## src/rtl/lsu_pkg.sv

```systemverilog
// Shared definitions for the load/store unit: funct3 encodings, memory
// access-size codes, the sequencer state type and small decode helpers.
package lsu_pkg;

   localparam logic [2:0] F3_B  = 3'b000;
   localparam logic [2:0] F3_H  = 3'b001;
   localparam logic [2:0] F3_W  = 3'b010;
   localparam logic [2:0] F3_BU = 3'b100;
   localparam logic [2:0] F3_HU = 3'b101;

   localparam logic [1:0] SIZE_BYTE = 2'b00;
   localparam logic [1:0] SIZE_HALF = 2'b01;
   localparam logic [1:0] SIZE_WORD = 2'b10;

   typedef enum logic {
      IDLE  = 1'b0,
      SPLIT = 1'b1
   } state_t;

   // Memory access-size code for a given funct3 (low two bits carry the width).
   function automatic logic [1:0] sizeFromFunct3(input logic [2:0] funct3);
      case (funct3[1:0])
         2'b00:   return SIZE_BYTE;
         2'b01:   return SIZE_HALF;
         default: return SIZE_WORD;
      endcase
   endfunction

   // Index of the last byte beat for an access of the given size (N-1).
   function automatic logic [1:0] lastBeat(input logic [1:0] size);
      case (size)
         SIZE_BYTE: return 2'd0;
         SIZE_HALF: return 2'd1;
         default:   return 2'd3;
      endcase
   endfunction

   // Encodings with no meaning: 011, 11x, and the unsigned forms on a store.
   function automatic logic isIllegal(input logic store, input logic [2:0] funct3);
      return (funct3 == 3'b011) || (funct3[2:1] == 2'b11) || (store && funct3[2]);
   endfunction

endpackage

```

## src/rtl/lsu_load_ext.sv

```systemverilog
// Load result extension: sign- or zero-extends the low byte/halfword of the
// raw memory data according to the load funct3; words pass straight through.
module lsu_load_ext
   import lsu_pkg::*;
(
   input  logic [31:0] raw_i,
   input  logic [2:0]  funct3_i,
   output logic [31:0] data_o
);

   // Pick the extension rule from the load type.
   always_comb begin
      case (funct3_i)
         F3_B:    data_o = {{24{raw_i[7]}}, raw_i[7:0]};
         F3_H:    data_o = {{16{raw_i[15]}}, raw_i[15:0]};
         F3_BU:   data_o = {24'h000000, raw_i[7:0]};
         F3_HU:   data_o = {16'h0000, raw_i[15:0]};
         default: data_o = raw_i;
      endcase
   end

endmodule

```

## src/rtl/lsu.sv

```systemverilog
// Memory-stage load/store unit. Aligned accesses go to memory in one beat;
// misaligned halfword/word accesses are split into byte beats at consecutive
// addresses while the pipeline is stalled, and loads are reassembled.
module lsu
   import lsu_pkg::*;
(
   input  logic        clock,
   input  logic        reset,
   input  logic        req_valid,
   input  logic        req_store,
   input  logic [2:0]  req_funct3,
   input  logic [31:0] req_addr,
   input  logic [31:0] req_wdata,
   output logic        stall,
   output logic        load_valid,
   output logic [31:0] load_data,
   output logic        fault,
   output logic [31:0] mem_address,
   output logic        mem_rw,
   output logic [1:0]  mem_access_size,
   output logic [31:0] mem_data_in,
   input  logic [31:0] mem_data_out
);

   state_t      state_q, state_d;
   logic [1:0]  idx_q, idx_d;
   logic        store_q, store_d;
   logic [2:0]  funct3_q, funct3_d;
   logic [31:0] addr_q, addr_d;
   logic [31:0] wdata_q, wdata_d;
   logic [31:0] asm_q, asm_d;
   logic        loadValid_q, loadValid_d;
   logic [31:0] loadData_q, loadData_d;
   logic        fault_q, fault_d;

   logic [1:0]  reqSize;
   logic        reqIllegal;
   logic        reqMisaligned;
   logic [31:0] asmMerged;
   logic [7:0]  beatByte;
   logic [31:0] extRaw;
   logic [2:0]  extFunct3;
   logic [31:0] extData;

   // Decode the live request: width, legality and alignment.
   always_comb begin
      reqSize       = sizeFromFunct3(req_funct3);
      reqIllegal    = isIllegal(req_store, req_funct3);
      reqMisaligned = ((reqSize == SIZE_HALF) && req_addr[0]) ||
                      ((reqSize == SIZE_WORD) && (req_addr[1:0] != 2'b00));
   end

   // Current split beat: assembly register with this beat's byte dropped in,
   // and the store byte that belongs to this beat.
   always_comb begin
      asmMerged = asm_q;
      asmMerged[{idx_q, 3'b000} +: 8] = mem_data_out[7:0];
      beatByte = wdata_q[{idx_q, 3'b000} +: 8];
   end

   // Extension input: live memory data for single-beat loads, the assembled
   // bytes and latched funct3 on the final split beat.
   always_comb begin
      if (state_q == SPLIT) begin
         extRaw    = asmMerged;
         extFunct3 = funct3_q;
      end else begin
         extRaw    = mem_data_out;
         extFunct3 = req_funct3;
      end
   end

   lsu_load_ext uLoadExt (
      .raw_i    (extRaw),
      .funct3_i (extFunct3),
      .data_o   (extData)
   );

   // Sequencer: drives the memory port, stall, and next-state of the latched
   // request, beat index, assembly register and registered result pulses.
   always_comb begin
      state_d         = state_q;
      idx_d           = idx_q;
      store_d         = store_q;
      funct3_d        = funct3_q;
      addr_d          = addr_q;
      wdata_d         = wdata_q;
      asm_d           = asm_q;
      loadValid_d     = 1'b0;
      loadData_d      = loadData_q;
      fault_d         = 1'b0;
      stall           = 1'b0;
      mem_address     = req_addr;
      mem_rw          = 1'b0;
      mem_access_size = SIZE_WORD;
      mem_data_in     = req_wdata;

      case (state_q)
         IDLE: begin
            if (req_valid) begin
               if (reqIllegal) begin
                  fault_d = 1'b1;
               end else if (!reqMisaligned) begin
                  mem_rw          = req_store;
                  mem_access_size = reqSize;
                  if (!req_store) begin
                     loadValid_d = 1'b1;
                     loadData_d  = extData;
                  end
               end else begin
                  mem_rw          = req_store;
                  mem_access_size = SIZE_BYTE;
                  mem_data_in     = {24'h000000, req_wdata[7:0]};
                  store_d         = req_store;
                  funct3_d        = req_funct3;
                  addr_d          = req_addr;
                  wdata_d         = req_wdata;
                  asm_d           = {24'h000000, mem_data_out[7:0]};
                  idx_d           = 2'd1;
                  state_d         = SPLIT;
                  stall           = 1'b1;
               end
            end
         end

         SPLIT: begin
            mem_address     = addr_q + {30'b0, idx_q};
            mem_rw          = store_q;
            mem_access_size = SIZE_BYTE;
            mem_data_in     = {24'h000000, beatByte};
            asm_d           = asmMerged;
            if (idx_q == lastBeat(sizeFromFunct3(funct3_q))) begin
               state_d = IDLE;
               idx_d   = 2'd0;
               if (!store_q) begin
                  loadValid_d = 1'b1;
                  loadData_d  = extData;
                end
            end else begin
               idx_d = idx_q + 2'd1;
               stall = 1'b1;
            end
         end

         default: begin
            state_d = IDLE;
            idx_d   = 2'd0;
         end
      endcase

      if (reset) begin
         mem_rw = 1'b0;
      end
   end

   // State and result registers; reset aborts any split in progress.
   always_ff @(posedge clock) begin
      if (reset) begin
         state_q     <= IDLE;
         idx_q       <= 2'd0;
         store_q     <= 1'b0;
         funct3_q    <= 3'b000;
         addr_q      <= 32'h0;
         wdata_q     <= 32'h0;
         asm_q       <= 32'h0;
         loadValid_q <= 1'b0;
         loadData_q  <= 32'h0;
         fault_q     <= 1'b0;
      end else begin
         state_q     <= state_d;
         idx_q       <= idx_d;
         store_q     <= store_d;
         funct3_q    <= funct3_d;
         addr_q      <= addr_d;
         wdata_q     <= wdata_d;
         asm_q       <= asm_d;
         loadValid_q <= loadValid_d;
         loadData_q  <= loadData_d;
         fault_q     <= fault_d;
      end
   end

   assign load_valid = loadValid_q;
   assign load_data  = loadData_q;
   assign fault      = fault_q;

endmodule

```

## config.mk

```make
export PLATFORM = sky130hd
export DESIGN_NAME = lsu
export DESIGN_NICKNAME = d
export VERILOG_FILES = /design/src/rtl/lsu_pkg.sv /design/src/rtl/lsu_load_ext.sv /design/src/rtl/lsu.sv
export SDC_FILE = /design/constraint.sdc
export NUM_CORES = 1
export LEC_CHECK = 0
export BUFFER_PORTS_ARGS = -buffer_cell sky130_fd_sc_hd__clkbuf_2
export CAP_MARGIN = 20
export CORE_UTILIZATION = 30
export CTS_CLUSTER_DIAMETER = 30
export DETAILED_ROUTE_END_ITERATION = 10
export GPL_TIMING_DRIVEN = 0
export PLACE_DENSITY = 0.58
export SLEW_MARGIN = 10
export SYNTH_ARGS = -nofsm -noshare
export SYNTH_HDL_FRONTEND = slang
export SYNTH_HIERARCHICAL = 1
export SYNTH_SLANG_ARGS = --single-unit
```

## constraint.sdc

```tcl
create_clock -name clock -period 3.95 [get_ports clock]
set_clock_uncertainty 0.2 [all_clocks]
set_input_delay 1.185 -clock clock [delete_from_list [all_inputs] [get_ports clock]]
set_output_delay 1.185 -clock clock [all_outputs]
set_load 0.02 [all_outputs]
```

==> impl_summary.log <==
[metrics] outcome: complete, but fails checks
[metrics] violations in the final reports: negative setup slack
[metrics] die boundary height: ~170 µm
[metrics] IO Port Bufs: about 200
[metrics] final hold violation count: 0
[metrics] power density over cell area: 366 nW/µm²
[metrics] actual slew at the worst max-slew pin: 921 ps
[metrics] Post-Route WL: ~28 mm
[metrics] post-synthesis sequential area ratio: between 30% and 40%
[metrics] critical path required time: 2560 ps
[metrics] proportion of register bits with asynchronous set or reset after synthesis: 0%
[metrics] iteration-0 DRC count of the detailed router: about 580
[metrics] most common cell after layout, fill and taps aside: sky130_fd_sc_hd__clkbuf_2
[metrics] mean number of vias per cell: 5.20
[metrics] setup repair after global routing missed its margin: yes
[metrics] std cell rows: 60
[metrics] Filler Cells Inserted: between 2,000 and 3,000
[metrics] maximum level of the CTS H-tree: 4
[metrics] critical setup path kind: reg -> out
[metrics] Net Count, Synth: 1,115
[metrics] maximum resistive drop on vdd: roughly 0.29 mV
[metrics] crit start category: flip-flop
[metrics] diode count: 0
[metrics] final total power: 4.14 mW
[metrics] most used flip-flop cell after synthesis: sky130_fd_sc_hd__dfxtp_1
[metrics] final core utilization: 41.9%
[metrics] maximum number of pins on one net before global-route repair: 17
[metrics] Worst Path Arrival: 2840 ps
[metrics] later-pin clock latency in the skew report: roughly 420 ps
[metrics] time the worst path needs with I/O delays and setup: roughly 4200 ps
[metrics] Detailed Routing Iterations Pass 1: 6
[metrics] synthesized area: between 8000 and 9000 µm²
[metrics] Final period util: 107%
[metrics] Starting Density: about 31%
[metrics] Final #Nets: 1,359
[metrics] per-instance average area after synthesis: a little over 8 µm²
[metrics] relative max-transition margin: about two fifths
[metrics] number of nets with antenna violations after detailed routing: 0
[metrics] endpoint type of the worst setup path: output pin
[metrics] leakage: ~4.4 nW
[metrics] Reg area: around 2800 µm²
[metrics] hold buffers post-CTS: 0
[metrics] area of the die: between 20,000 and 30,000 µm²
[metrics] Post-Route Setup TNS: -2920 ps
[metrics] footprint of the multi-input gates: between 5000 and 6000 µm²
[metrics] register bit total from synthesis: roughly 140
[metrics] number of pins exceeding their max-slew limit in the final report: 0
[metrics] Max-cap violations: 0
[metrics] slowest cell delay on critical path: between 500 and 600 ps
[metrics] count of endpoints failing setup in the final report: 17
[metrics] global placement routability congestion: 0.870
[metrics] num ports: just over 200
[metrics] layout-stage area growth over the synthesis result: 37.3%
[metrics] DR vias: about 8,300
[metrics] unique cell type count in the Yosys netlist: 59
[metrics] number of buffers added by the clock tree synthesis step: 17
[metrics] number of antenna violations at the first check in global routing: 0
[metrics] wire length of the first global-routing pass: between 40 and 50 mm
[metrics] post-route DRC violation count: 0
[metrics] maximum fanout count along the critical path: 10
[metrics] GR Overflow Total: 0
[metrics] post-layout worst setup margin: -271 ps
[metrics] count of mapped cells out of synthesis: approximately 1,000
[metrics] most frequent cells in the layout: sky130_fd_sc_hd__clkbuf_2, sky130_fd_sc_hd__dfxtp_1, sky130_fd_sc_hd__nand2b_1, sky130_fd_sc_hd__a21oi_1, sky130_fd_sc_hd__o21ai_0
[metrics] layout cells sized above 1: between 30% and 40%
[metrics] final routed wire length divided by cell count: 17.6 µm
[metrics] count of yosys warnings during synthesis: 6
[metrics] Die Span X: approximately 170 µm
[metrics] Post-DP HPWL: 20.5 mm
[metrics] core area: 27,000 µm²
[metrics] final worst hold slack: ~260 ps
[metrics] number of enable-type register cells in the synthesized netlist: 0
[metrics] number of global-route vias before repair: 7,998
[metrics] timing-limited maximum frequency: 237 MHz
[metrics] TritonCTS clock tree: built
[metrics] GRT Resource Usage Total: approximately a fifth
[metrics] path class of the lowest-slack min-delay path: reg -> reg
[metrics] worst-path cell chain: ha_1 > a21oi_4 > or4b_4 > buf_6 > or4_1 > a31oi_2 > clkbuf_8
[metrics] buffer type at the clock tree root: sky130_fd_sc_hd__clkbuf_16
[metrics] clock edge transition at the registers on the reported setup and hold paths: about 60 ps
[metrics] slowest stage cell, crit path: sky130_fd_sc_hd__or4b_4
[metrics] Sinks on Clock Net: approximately 140
[metrics] number of buffers on the longest clock path: 2
cell usage after synthesis, drive strengths merged, types with 5 or more instances:
master,n,area [µm²]
inv,17,63.8
nand2,40,153
nand4,12,81.3
nand2b,126,788
nand3,42,210
or3,5,31.3
a31oi,20,125
dfxtp,137,2740
xnor2,8,70.1
clkbuf,58,219
a21oi,94,470
o31ai,20,150
a211oi,9,67.6
nor3,13,70.1
mux2,13,146
a22oi,10,75.1
or4,13,97.6
mux4,8,180
ha,7,87.6
buf,34,200
mux2i,61,614
and2,30,188
a22o,25,219
and4,6,52.6
nor2b,28,175
o21ai,69,345
nand4b,7,61.3
nor2,61,229
registers in the layout, summed over array words and instances (netlist names):
name	flops
funct3_q	3
addr_q	32
asm_q	32
state_q	1
store_q	1
fault	1
wdata_q	32
load_data	32
idx_q	2
load_valid	1
through the flow:
| step | area (µm²) | instances | worst slack (ps) |
|---|---|---|---|
| CTS | 11000 | 1593 | -282 |
| global route | 11300 | 1600 | -342 |
| global placement | 9720 | 1549 | -918 |
| finish | 11300 | 1600 | -271 |
| detailed placement | 9720 | 1549 | -971 |
| floorplan | 8280 | 1004 | 23.4 |
power breakdown:
group          switching, mW  internal (mW)
logic                  0.533          0.409
registers             0.0459           1.44
clock network          0.639           1.07
logic make-up (layout without fill, tap and decap cells):
logic type	count (synthesis)	count (layout)	synth area share, %
AOI/OAI and AO/OA	255	255	18.7
DFF	137	137	33.3
adders and majority gates	8	8	1.31
and+or+nand+nor	402	402	28.1
buffers and inverters	109	364	5.87
muxes	82	82	11.4
xor gates and xnor gates	11	11	1.17
cell type report:
| class | instances | share of cell area (%) |
|---|---|---|
| tap | 341 | 3.78 |
| sequential | 137 | 24.4 |
| inverter | 17 | 0.599 |
| clock inverter | 11 | 1.54 |
| timing repair buffer | 230 | 13.9 |
| multi-input combinational | 758 | 47.4 |
| clock buffer | 19 | 3.92 |
| buffer | 87 | 4.52 |
final timing paths:
path / from / to / slack, ps / cells after the start
worst max-delay path: idx_q[1]$_SDFFE_PP0P_ / mem_address[31] / -270 / 7
worst min-delay path: load_data[6]$_SDFFE_PP0P_ / load_data[6]$_SDFFE_PP0P_ / 260 / 2
worst min register to register: load_data[6]$_SDFFE_PP0P_ / load_data[6]$_SDFFE_PP0P_ / 260 / 2
worst max register to register: idx_q[1]$_SDFFE_PP0P_ / load_data[15]$_SDFFE_PP0P_ / 530 / 13
repair_timing:
item,in CTS,in global routing
cloned,1,1
setup buffers,15,7
resized for setup,128,117
pin swaps,25,34
endpoints found under the setup margin,59,52
per-layer routing:
layer	part of all wire (%)	global-route usage [%]
met5	0	0
met4	1.3	4.99
met3	6.3	4.49
met2	47	32.7
met1	46	26.1
worst max-delay path, delay by kind of cell, from the launching register on:
family	cells	cell delay, ps
AO/OA/AOI/OAI	2	350
adder cells (fa/ha/maj)	1	330
AND/OR/NAND/NOR	2	1010
buffers and inverters	2	350
flip-flops	1	360
Power figures use the tool's default switching activity.
